$ cat src/rtl/nibble_serial_adder.sv
// Multi-cycle WIDTH-bit adder: one 4-bit slice per cycle, least-significant nibble
// first, carry registered between slices. Valid/ready handshakes on both sides.
module nibble_serial_adder #(
    parameter int unsigned WIDTH = 16
) (
    input  logic             clk,
    input  logic             rst,
    input  logic             in_valid,
    output logic             in_ready,
    input  logic [WIDTH-1:0] a,
    input  logic [WIDTH-1:0] b,
    input  logic             cin,
    output logic             out_valid,
    input  logic             out_ready,
    output logic [WIDTH-1:0] sum,
    output logic             cout,
    output logic             ovf,
    output logic             busy
);

    localparam int unsigned N  = WIDTH / 4;
    localparam int unsigned IW = $clog2(N);

    typedef enum logic [1:0] {IDLE, RUN, DONE} state_t;

    state_t           state, state_nx;
    logic [WIDTH-1:0] a_r, b_r;
    logic [IW-1:0]    idx;
    logic             carry;
    logic [3:0]       nib_a, nib_b;
    logic [4:0]       slice;
    logic             last;

    // State register
    always_ff @(posedge clk) begin
        if (rst) state <= IDLE;
        else     state <= state_nx;
    end

    // Next-state logic
    always_comb begin
        state_nx = state;
        case (state)
            IDLE:    if (in_valid) state_nx = RUN;
            RUN:     if (last) state_nx = DONE;
            DONE:    if (out_ready) state_nx = IDLE;
            default: state_nx = IDLE;
        endcase
    end

    // Output decode
    always_comb begin
        in_ready  = (state == IDLE);
        out_valid = (state == DONE);
        busy      = (state == RUN) || (state == DONE);
    end

    // Current nibble selection and the 4-bit slice add
    always_comb begin
        nib_a = '0;
        nib_b = '0;
        for (int unsigned i = 0; i < N; i++) begin
            if (idx == IW'(i)) begin
                nib_a = a_r[4*i +: 4];
                nib_b = b_r[4*i +: 4];
            end
        end
        slice = {1'b0, nib_a} + {1'b0, nib_b} + {4'b0000, carry};
        last  = (idx == IW'(N - 1));
    end

    // Operand capture and slice accumulation
    always_ff @(posedge clk) begin
        if (rst) begin
            a_r   <= '0;
            b_r   <= '0;
            idx   <= '0;
            carry <= 1'b0;
            sum   <= '0;
            cout  <= 1'b0;
            ovf   <= 1'b0;
        end else begin
            case (state)
                IDLE: begin
                    if (in_valid) begin
                        a_r   <= a;
                        b_r   <= b;
                        carry <= cin;
                        idx   <= '0;
                        sum   <= '0;
                    end
                end
                RUN: begin
                    for (int unsigned i = 0; i < N; i++) begin
                        if (idx == IW'(i)) sum[4*i +: 4] <= slice[3:0];
                    end
                    carry <= slice[4];
                    if (last) begin
                        idx  <= '0;
                        cout <= slice[4];
                        // slice[3] is the final sum MSB produced this cycle
                        ovf  <= (a_r[WIDTH-1] == b_r[WIDTH-1]) &&
                                (slice[3] != a_r[WIDTH-1]);
                    end else begin
                        idx <= idx + 1'b1;
                    end
                end
                default: ;
            endcase
        end
    end

endmodule

$ cat config.mk
export PLATFORM = sky130hd
export DESIGN_NAME = nibble_serial_adder
export DESIGN_NICKNAME = d
export VERILOG_FILES = /design/src/rtl/nibble_serial_adder.sv
export SDC_FILE = /design/constraint.sdc
export NUM_CORES = 1
export LEC_CHECK = 0
export CORE_ASPECT_RATIO = 1.75
export CORE_MARGIN = 5
export CORE_UTILIZATION = 47
export CTS_BUF_LIST = sky130_fd_sc_hd__clkbuf_4
export DETAILED_ROUTE_END_ITERATION = 12
export GPL_ROUTABILITY_DRIVEN = 0
export PLACE_DENSITY = 0.78
export SETUP_SLACK_MARGIN = 0.2
export SYNTH_ARGS = -nofsm -noshare
export SYNTH_HDL_FRONTEND = slang
export SYNTH_SLANG_ARGS = --single-unit
$ cat constraint.sdc
create_clock -name clk -period 2.8 [get_ports clk]
set_input_delay 0.7 -clock clk [delete_from_list [all_inputs] [get_ports clk]]
set_output_delay 0.7 -clock clk [all_outputs]
set_load 0.02 [all_outputs]
==> reports/metrics.yaml <==
clock_tree:
  clock_latency_ns: 0.37
  cts_root_buffer: "clkbuf_4"
  cts_inserted_buffers: 5
  htreeDepth: 2
  number_of_buffers_on_the_longest_clock_path: 2
  cts_tree: "built"
  cts_hold_repair.buffers: 0
  clock_pin_slew_of_the_registers_on_the_worst_case_setup_and_hold_paths_ns: 0.14
  clock-sinks: 55
timing:
  clock-skew-final_ns: 0.007668
  maxSlewHeadroom_pct: 56.49
  final_min_period_over_clock_period_pct: 93.62
  report.final.setup_viol: 0
  post-route-min-period_ns: 2.621
  worst_case_setup_margin_in_the_final_layout_ns: 0.1785
  setup_tns_ns: 0
  rsz0062_at_grt: "yes"
  fmax_mhz: 381.5
  hold_violations: 0
  timing.final.max_slew_violations: 0
  timing_worst_slew_pin_value_ns: 0.6526
setup_path:
  critical_path_launch_point_type: "flop"
  r2r_slack_ns: 0.18
  worst-r2r-cell-count: 12
  cp_data_required_time_ns: 3.08
  timing.rr.end: "carry"
  worst_ep_arrival_time_ns: 2.90
  startpoint_of_the_lowest_slack_register_to_register_path: "idx[1]"
  critPathMaxFanout: 9
  critPathKind: "reg2reg"
  end_kind: "flop"
placed_design:
  numPortBuffers: 57
  pre_cts_slack_ns: -0.02938
  place_hpwl_um: 4542
  dp_cells: 436
route:
  number_of_vias_per_cell: 5.104
  post-route-drc-count: 0
  route.final.wire_length_um: 6450
  dr.pass1.iters: 4
  drt.antenna.violating_nets: 0
  first_iter_violations: 112
  num_vias: 2302
  wire_per_inst_um: 14.30
grt:
  track_usage_pct: 18.60
  grt_start_max_net_pins: 39
  globalRoute.totalOverflow: 0
  via_count_of_the_first_global_routing_pass: 2303
  first_pass_grt_wire_length_um: 10360
  number_of_antenna_violations_at_the_first_check_in_global_routing: 0
min_path:
  hold_path_depth: 2
  hold_path.startpoint: "a_r[8]"
  min_to: "a_r[8]"
  timing.hold.worst.class: "reg2reg"
power:
  static-leakage-power_uw: 0.001327
  power.density_nw_per_um2: 543.2
  finalPower_uw: 1905
  irDropWorstVdd_mv: 0.3795
yosys:
  asyncSetResetFlopFracSynth_pct: 0
  syn_area_per_cell_um2: 8.143
  synthesis.instances: 317
  ys.flop_type: "dfxtp_1"
  ys_warnings: 0
  synthesis_stage_register_bit_count: 55
  postSynthNetCount: 366
  synthDistinctLibCells: 37
  mappedNetlistArea_um2: 2581
  synth-edff-count: 0
  synth_sequential_area_ratio_pct: 42.66
die:
  total_core_area_um2: 5299
  std_cell_rows: 35
  die_width_um: 66.02
  die_height_um: 108.0
  num_io_pins: 58
  die-area_um2: 7132
  start_util_pct: 48.71
final_layout:
  flow.area_growth_from_synthesis_pct: 35.87
  fillerInstances: 444
  layout.nets: 426
  share_of_final_layout_standard_cells_stronger_than_drive_strength_1_pct: 14.85
  mostFrequentLayoutCells: "78 x nand2_1, 56 x clkdlybuf4s50_1, 53 x dfxtp_1"
  stdcell_count: 451
  mostFrequentLayoutCell: "nand2_1"
  antenna_cells: 0
job:
  maxCapViolCount: 0
outcome:
  outcome: "finished clean"
final cells by class:
class / count / area, um2 / share of cell area (%)
multi-input cells: 234 / 1494 / 42.60
flip-flops and latches: 55 / 1106 / 31.54
repair buffers: 72 / 693.2 / 19.76
well taps: 74 / 92.59 / 2.640
inverters: 9 / 46.29 / 1.320
clock buffers: 6 / 45.04 / 1.284
clock inverters: 1 / 30.03 / 0.8562
critical path: stages, from the launching register on:
cell and delay (ns):
dfxtp_4 0.39, buf_4 0.14, ha_4 0.17, inv_8 0.08, nor2_1 0.06, a311oi_2 0.29, a21oi_2 0.07, fa_2 0.39
fa_2 0.40, nor2b_4 0.14, o21a_1 0.13, nor3_1 0.05, o41ai_1 0.21
worst max-delay path by stage:
stage	cells after the start	slack [ns]	start	to
3_5_place_dp	11	-0.03	idx[0]	carry
3_3_place_gp	11	0.06	idx[0]	carry
6_report	12	0.18	idx[1]	carry
5_1_grt	12	0.09	idx[0]	carry
4_1_cts	12	0.19	idx[0]	sum[6]
2_1_floorplan	13	0.22	idx[0]	carry
power breakdown:
group	total, uW	internal [uW]	switching [uW]
Clock	423	194	229
Sequential	877	840	36.9
Combinational	606	287	319
Total	1910	1320	584
timing repair:
action	in CTS	in global routing
endpoints found under the setup margin	15	15
resized for setup	28	14
pin swaps	9	9
buffers inserted	5	3
state kept, by name, indices dropped and copies added, names as in the netlist:
register  count
a_r          16
b_r          16
carry         1
cout          1
idx           2
ovf           1
state         2
sum          16
stage by stage:
step           hold WS (ns)  instance area (um2)  util [%]
2_1_floorplan        0.4364                 2596         -
3_3_place_gp         0.4473                 3224     60.85
3_5_place_dp         0.4480                 3224     60.85
4_1_cts              0.4676                 3426     64.65
5_1_grt              0.4884                 3507     66.19
6_report             0.4695                 3507     66.19
synthesized netlist by cell type, types with 2 or more instances:
cell type	number	area (um2)
a311oi_1	5	43.79
nor3_1	5	25.02
a21oi_1	47	235.2
buf_2	4	20.02
o41ai_1	2	17.52
nand2b_1	7	43.79
o22ai_1	3	18.77
o21ai_0	5	25.02
a21oi_4	3	48.80
ha_1	10	125.1
nand2_1	79	296.5
clkbuf_1	14	52.55
inv_1	8	30.03
nand3b_1	5	37.54
nor2b_1	3	18.77
fa_1	2	40.04
mux2i_1	13	130.1
nor2_1	23	86.33
nand3_1	5	25.02
a21o_1	3	22.52
dfxtp_1	55	1101
logic make-up (layout without fill, tap and decap cells):
kind of cell / after synthesis / count (layout) / share of synthesized area, %
buffers and inverters: 28 / 88 / 4.411
adder cells (fa/ha/maj): 12 / 12 / 6.399
AO/OA/AOI/OAI: 73 / 73 / 17.45
flip-flops: 55 / 55 / 42.66
multiplexers: 14 / 14 / 5.913
XOR/XNOR: 1 / 1 / 0.3394
AND/OR/NAND/NOR: 134 / 134 / 22.83
metal layers:
metal / wire length (um) / GRT usage, % / vias to the layer above / part of all wire (%)
met4: 124 / 7.994 / 0 / 1.9
met1: 2541 / 20.87 / 1059 / 39
met2: 3521 / 33.96 / 53 / 55
met5: 0 / 0 / - / 0
li1: - / - / 1181 / -
met3: 262 / 2.807 / 9 / 4.1
Note: power is estimated with default switching activity, not from simulation.
